File: config.mk
export PLATFORM = sky130hd
export DESIGN_NAME = mem_access_ctrl
export DESIGN_NICKNAME = d
export VERILOG_FILES = /design/src/rtl/mem_access_ctrl.sv
export SDC_FILE = /design/constraint.sdc
export NUM_CORES = 1
export LEC_CHECK = 0
export ABC_AREA = 0
export CAP_MARGIN = 30
export CORE_UTILIZATION = 65
export CTS_CLUSTER_SIZE = 40
export DETAILED_ROUTE_END_ITERATION = 10
export DONT_BUFFER_PORTS = 1
export GPL_TIMING_DRIVEN = 0
export MAX_ROUTING_LAYER = met4
export PLACE_DENSITY = 0.86
export REMOVE_ABC_BUFFERS = 1
export SLEW_MARGIN = 0
export SYNTH_ARGS = -nofsm -noshare
export SYNTH_HDL_FRONTEND = slang
export SYNTH_SLANG_ARGS = --single-unit
File: constraint.sdc
create_clock -name Clock -period 4.84 [get_ports Clock]
set_input_delay 0.242 -clock Clock [delete_from_list [all_inputs] [get_ports Clock]]
set_output_delay 0.242 -clock Clock [all_outputs]
set_load 0.05 [all_outputs]
File: src/rtl/mem_access_ctrl.sv
// Memory access stage between the CPU datapath bus and a 512 x 32 RAM.
// Holds MAR/MDR, runs one RAM read or write per request and reports
// completion with a single-cycle done pulse (plus an out-of-range flag).
module mem_access_ctrl #(
  parameter int unsigned ADDR_WIDTH = 9,
  parameter int unsigned DATA_WIDTH = 32
) (
  input  logic                  Clock,
  input  logic                  Reset,
  input  logic [DATA_WIDTH-1:0] BusMuxOut,
  input  logic                  MARin,
  input  logic                  MDRin,
  input  logic                  mem_req,
  input  logic                  mem_we,
  output logic [DATA_WIDTH-1:0] MDR_q,
  output logic                  busy,
  output logic                  mem_done,
  output logic                  addr_err,
  output logic                  ram_Read,
  output logic                  ram_Write,
  output logic [ADDR_WIDTH-1:0] ram_Address,
  output logic [DATA_WIDTH-1:0] ram_Mdatain,
  input  logic [DATA_WIDTH-1:0] ram_data_output
);

  typedef enum logic [2:0] {
    IDLE   = 3'd0,
    WR     = 3'd1,
    RD     = 3'd2,
    RD_CAP = 3'd3,
    DONE   = 3'd4
  } state_t;

  state_t                state;
  state_t                state_nxt;
  logic [DATA_WIDTH-1:0] mar;
  logic [DATA_WIDTH-1:0] mdr;
  logic                  oob;
  logic                  rd_strobe;
  logic                  wr_strobe;

  // Any MAR bit above the RAM address field makes the access out of range.
  assign oob = |mar[DATA_WIDTH-1:ADDR_WIDTH];

  // FSM state register.
  always_ff @(posedge Clock) begin
    if (Reset) begin
      state <= IDLE;
    end else begin
      state <= state_nxt;
    end
  end

  // MAR/MDR: bus loads only while idle; MDR also captures read data in RD_CAP.
  always_ff @(posedge Clock) begin
    if (Reset) begin
      mar <= '0;
      mdr <= '0;
    end else begin
      if (state == IDLE) begin
        if (MARin) mar <= BusMuxOut;
        if (MDRin) mdr <= BusMuxOut;
      end else if ((state == RD_CAP) && !oob) begin
        mdr <= ram_data_output;
      end
    end
  end

  // Next-state decode and Moore outputs from the registered state.
  always_comb begin
    state_nxt = state;
    busy      = 1'b1;
    mem_done  = 1'b0;
    addr_err  = 1'b0;
    rd_strobe = 1'b0;
    wr_strobe = 1'b0;
    unique case (state)
      IDLE: begin
        busy = 1'b0;
        if (mem_req) state_nxt = mem_we ? WR : RD;
      end
      WR: begin
        wr_strobe = ~oob;
        state_nxt = DONE;
      end
      RD: begin
        rd_strobe = ~oob;
        state_nxt = RD_CAP;
      end
      RD_CAP: begin
        state_nxt = DONE;
      end
      DONE: begin
        mem_done  = 1'b1;
        addr_err  = oob;
        state_nxt = IDLE;
      end
      default: begin
        state_nxt = IDLE;
      end
    endcase
  end

  // Strobes are gated by Reset directly so a reset cycle never touches the RAM,
  // even when it lands in the middle of an access.
  assign ram_Read    = rd_strobe & ~Reset;
  assign ram_Write   = wr_strobe & ~Reset;
  assign ram_Address = mar[ADDR_WIDTH-1:0];
  assign ram_Mdatain = mdr;
  assign MDR_q       = mdr;

endmodule
==> impl_metrics.yaml <==
die:
  pin_count: 148
  num_rows: 26
  initial_utilization_pct: 68.8
  fp.dieH_um: 76.5
  fp.coreArea_um2: 5240
  die_x_um: 76.5
  die_area_um2: 5850
logic_synthesis:
  netlist_top_cells_area: "dfxtp_1, a211oi_2, a221oi_2"
  synth-edff-count: 0
  gate_count_post_synth: 397
  ys.flop_type: "dfxtp_1"
  yosysSeqAreaShare_pct: 37.2
  synthDistinctLibCells: 26
  synth-async-reset-ratio_pct: 0
  synth_warnings: 0
  mappedNetlistArea_um2: 3600
  synth_top_area_share_pct: 37.2
  post_synth.cell_area_avg_um2: 9.08
  netlist.top_cell.by_area: "dfxtp_1"
  synth-seq-cells: 67
flow_run:
  cap_violations: 0
routing:
  dr.pass1.iters: 4
  antenna_left: 0
  drc_violation_count_after_routing: 0
  viasPerCell: 6.25
  dr_total_vias: 2581
  post_drt_wl_per_cell_um: 18.9
  route.final.wire_length_mm: 7.83
  initialDrtViolationCount: 138
layout:
  area_growth_pct: -0.937
  layout.cells.most_common: "dfxtp_1"
  final_layout_size_suffix_gt1_share_pct: 24.5
  fin_util_pct: 68.2
  layout.cell_area.non_filler_um2: 3570
  finalNetCount: 409
  insertedDiodeCount: 0
  most-common-layout-cells: "dfxtp_1, nand2_1, a21oi_1"
sta:
  timing_max_transition_violations_final: 0
  maxClockFrequency_ghz: 0.387
  worst_pin_slew_ps: 1010
  timing_hold_violations_final: 0
  setup_repair_after_global_routing_missed_its_margin: "false"
  final-setup-viol-count: 0
  slew_headroom_pct: 32.4
  finalClockSkew_ps: 9.90
  layout_min_cycle_time_ps: 2580
  period_share_pct: 53.3
critical_path:
  reg2reg_depth: 6
  worst_stage_delay_on_the_critical_path_ps: 560
  timing.critical_path.required_ps: 5020
  worst_path_max_delay_cell: "nor3_2"
  worst_r2r_endpoint: "MDR_q[1]"
  worstPathArrival_ps: 2760
  r2r_startpoint: "state[2]"
  r2r_setup_slack_ps: 2260
  worstPathCellList: "nor3_2 -> buf_6 -> buf_8 -> nand2_2 -> a221oi_1 -> a211oi_2"
  path_max_fanout: 32
  setup.worst_path.end_class: "register"
  startpoint_type: "register"
  path_class: "reg2reg"
cts:
  cts.clk_slew.worst_paths_ps: 70
  tritoncts: "built"
  max-clock-path-buffers: 2
  clockRootBuffer: "clkbuf_8"
  clock_tree.htree_level_count: 3
  postCtsResizedCells: 0
  tritoncts.num_buffers: 9
  clock-sinks: 67
  worstSkewPairLatency_ps: 320
grt:
  vias_in_the_first_global_route: 2551
  grt_overflow: 0
  grt_first_pass_wirelength_mm: 12.7
  grt_max_degree: 65
  antenna_found_initial: 0
  grt_usage_pct: 28.0
placed_design:
  placement.io_buffers: 0
  dp.final_hpwl_mm: 5.06
  placement.cell_area_um2: 3320
  gp_congestion: 0.748
hold_path:
  timing.hold.worst_path_depth: 2
  worst_hold_path_ep: "mar[5]"
  hp-start: "BusMuxOut[5]"
  class_of_the_most_critical_hold_timing_path: "in2reg"
power:
  vdd_drop_max_mv: 0.312
  static-leakage-power_nw: 1.21
  power_per_unit_of_standard_cell_area_nw_per_um2: 466
run_status:
  status: "finished, final reports clean"
==> flip-flops by register name, summed over array words and instances (netlist names) <==
signal  flops
mar        32
state       3
MDR_q      32
==> Yosys cell counts, types with 2 or more instances <==
master and n:
a211oi_1 2, a211oi_2 30, a21oi_1 65, a221oi_1 7
a221oi_2 25, and2_1 33, and3_1 2, buf_2 2
buf_4 41, buf_6 3, buf_8 3, clkbuf_1 28
dfxtp_1 67, inv_1 2, nand2_1 67, nand2b_1 2
nor2_1 2, nor2b_1 2, nor3_1 3, nor4_1 5
==> kinds of logic after synthesis <==
group	share of synthesized area [%]
AOI/OAI and AO/OA	32.2
buffers and inverters	14.8
and+or+nand+nor	15.8
DFF	37.2
==> worst max-delay path: cells and delay by family, from the launching register on <==
family	cells	cell delay [ps]
AOI/OAI and AO/OA	2	600
buffers and inverters	2	400
and+or+nand+nor	2	1110
DFF	1	340
==> worst max-delay path by stage <==
| stage | start | to | slack [ps] | cells after the start |
|---|---|---|---|---|
| floorplan | state[0] | MDR_q[1] | -1240 | 4 |
| detailed placement | state[2] | MDR_q[5] | 2250 | 6 |
| finish | state[2] | MDR_q[1] | 2260 | 6 |
| CTS | state[2] | MDR_q[1] | 2200 | 6 |
| global route | state[0] | MDR_q[1] | 2070 | 6 |
| global placement | state[0] | MDR_q[25] | -4780 | 4 |
==> power by group <==
group          switching (mW)  leakage (nW)  internal [mW]
clock network           0.199         0.108          0.300
registers               0.275         0.552          0.603
logic                   0.166         0.550          0.120
==> cell type report <==
type                       count  area [µm²]
multi-input combinational    249        1750
inverter                       2        7.51
sequential                    67        1340
fill                         423        1670
clock buffer                  10         138
tap                           70        87.6
clock inverter                 5        77.6
timing repair buffer          10         173
==> stage by stage <==
step                      TNS (ps)  hold WS [ps]  power, mW  cells  worst slack, ps
after CTS                        0          30.5       1.68    413             2200
after detailed placement         0           315       1.16    396             2250
after floorplan             -43170           307       1.08    318            -1240
after global routing             0          34.1       1.74    413             2070
after global placement     -249710           311       1.13    388            -4780
final                            0          51.7       1.66    413             2260
==> per-layer routing <==
| layer | part of all wire [%] | GRT usage, % |
|---|---|---|
| met5 | 0 | - |
| met4 | 0.68 | 9.62 |
| met3 | 7.1 | 7.54 |
| met2 | 51 | 46.1 |
| met1 | 41 | 32.8 |
==> timing repair <==
action                                 in CTS  in global routing
endpoints found under the hold margin      64                  0
buffers inserted                            0                  0
hold buffers                                2                  0
(Power assumes the default switching activity.)
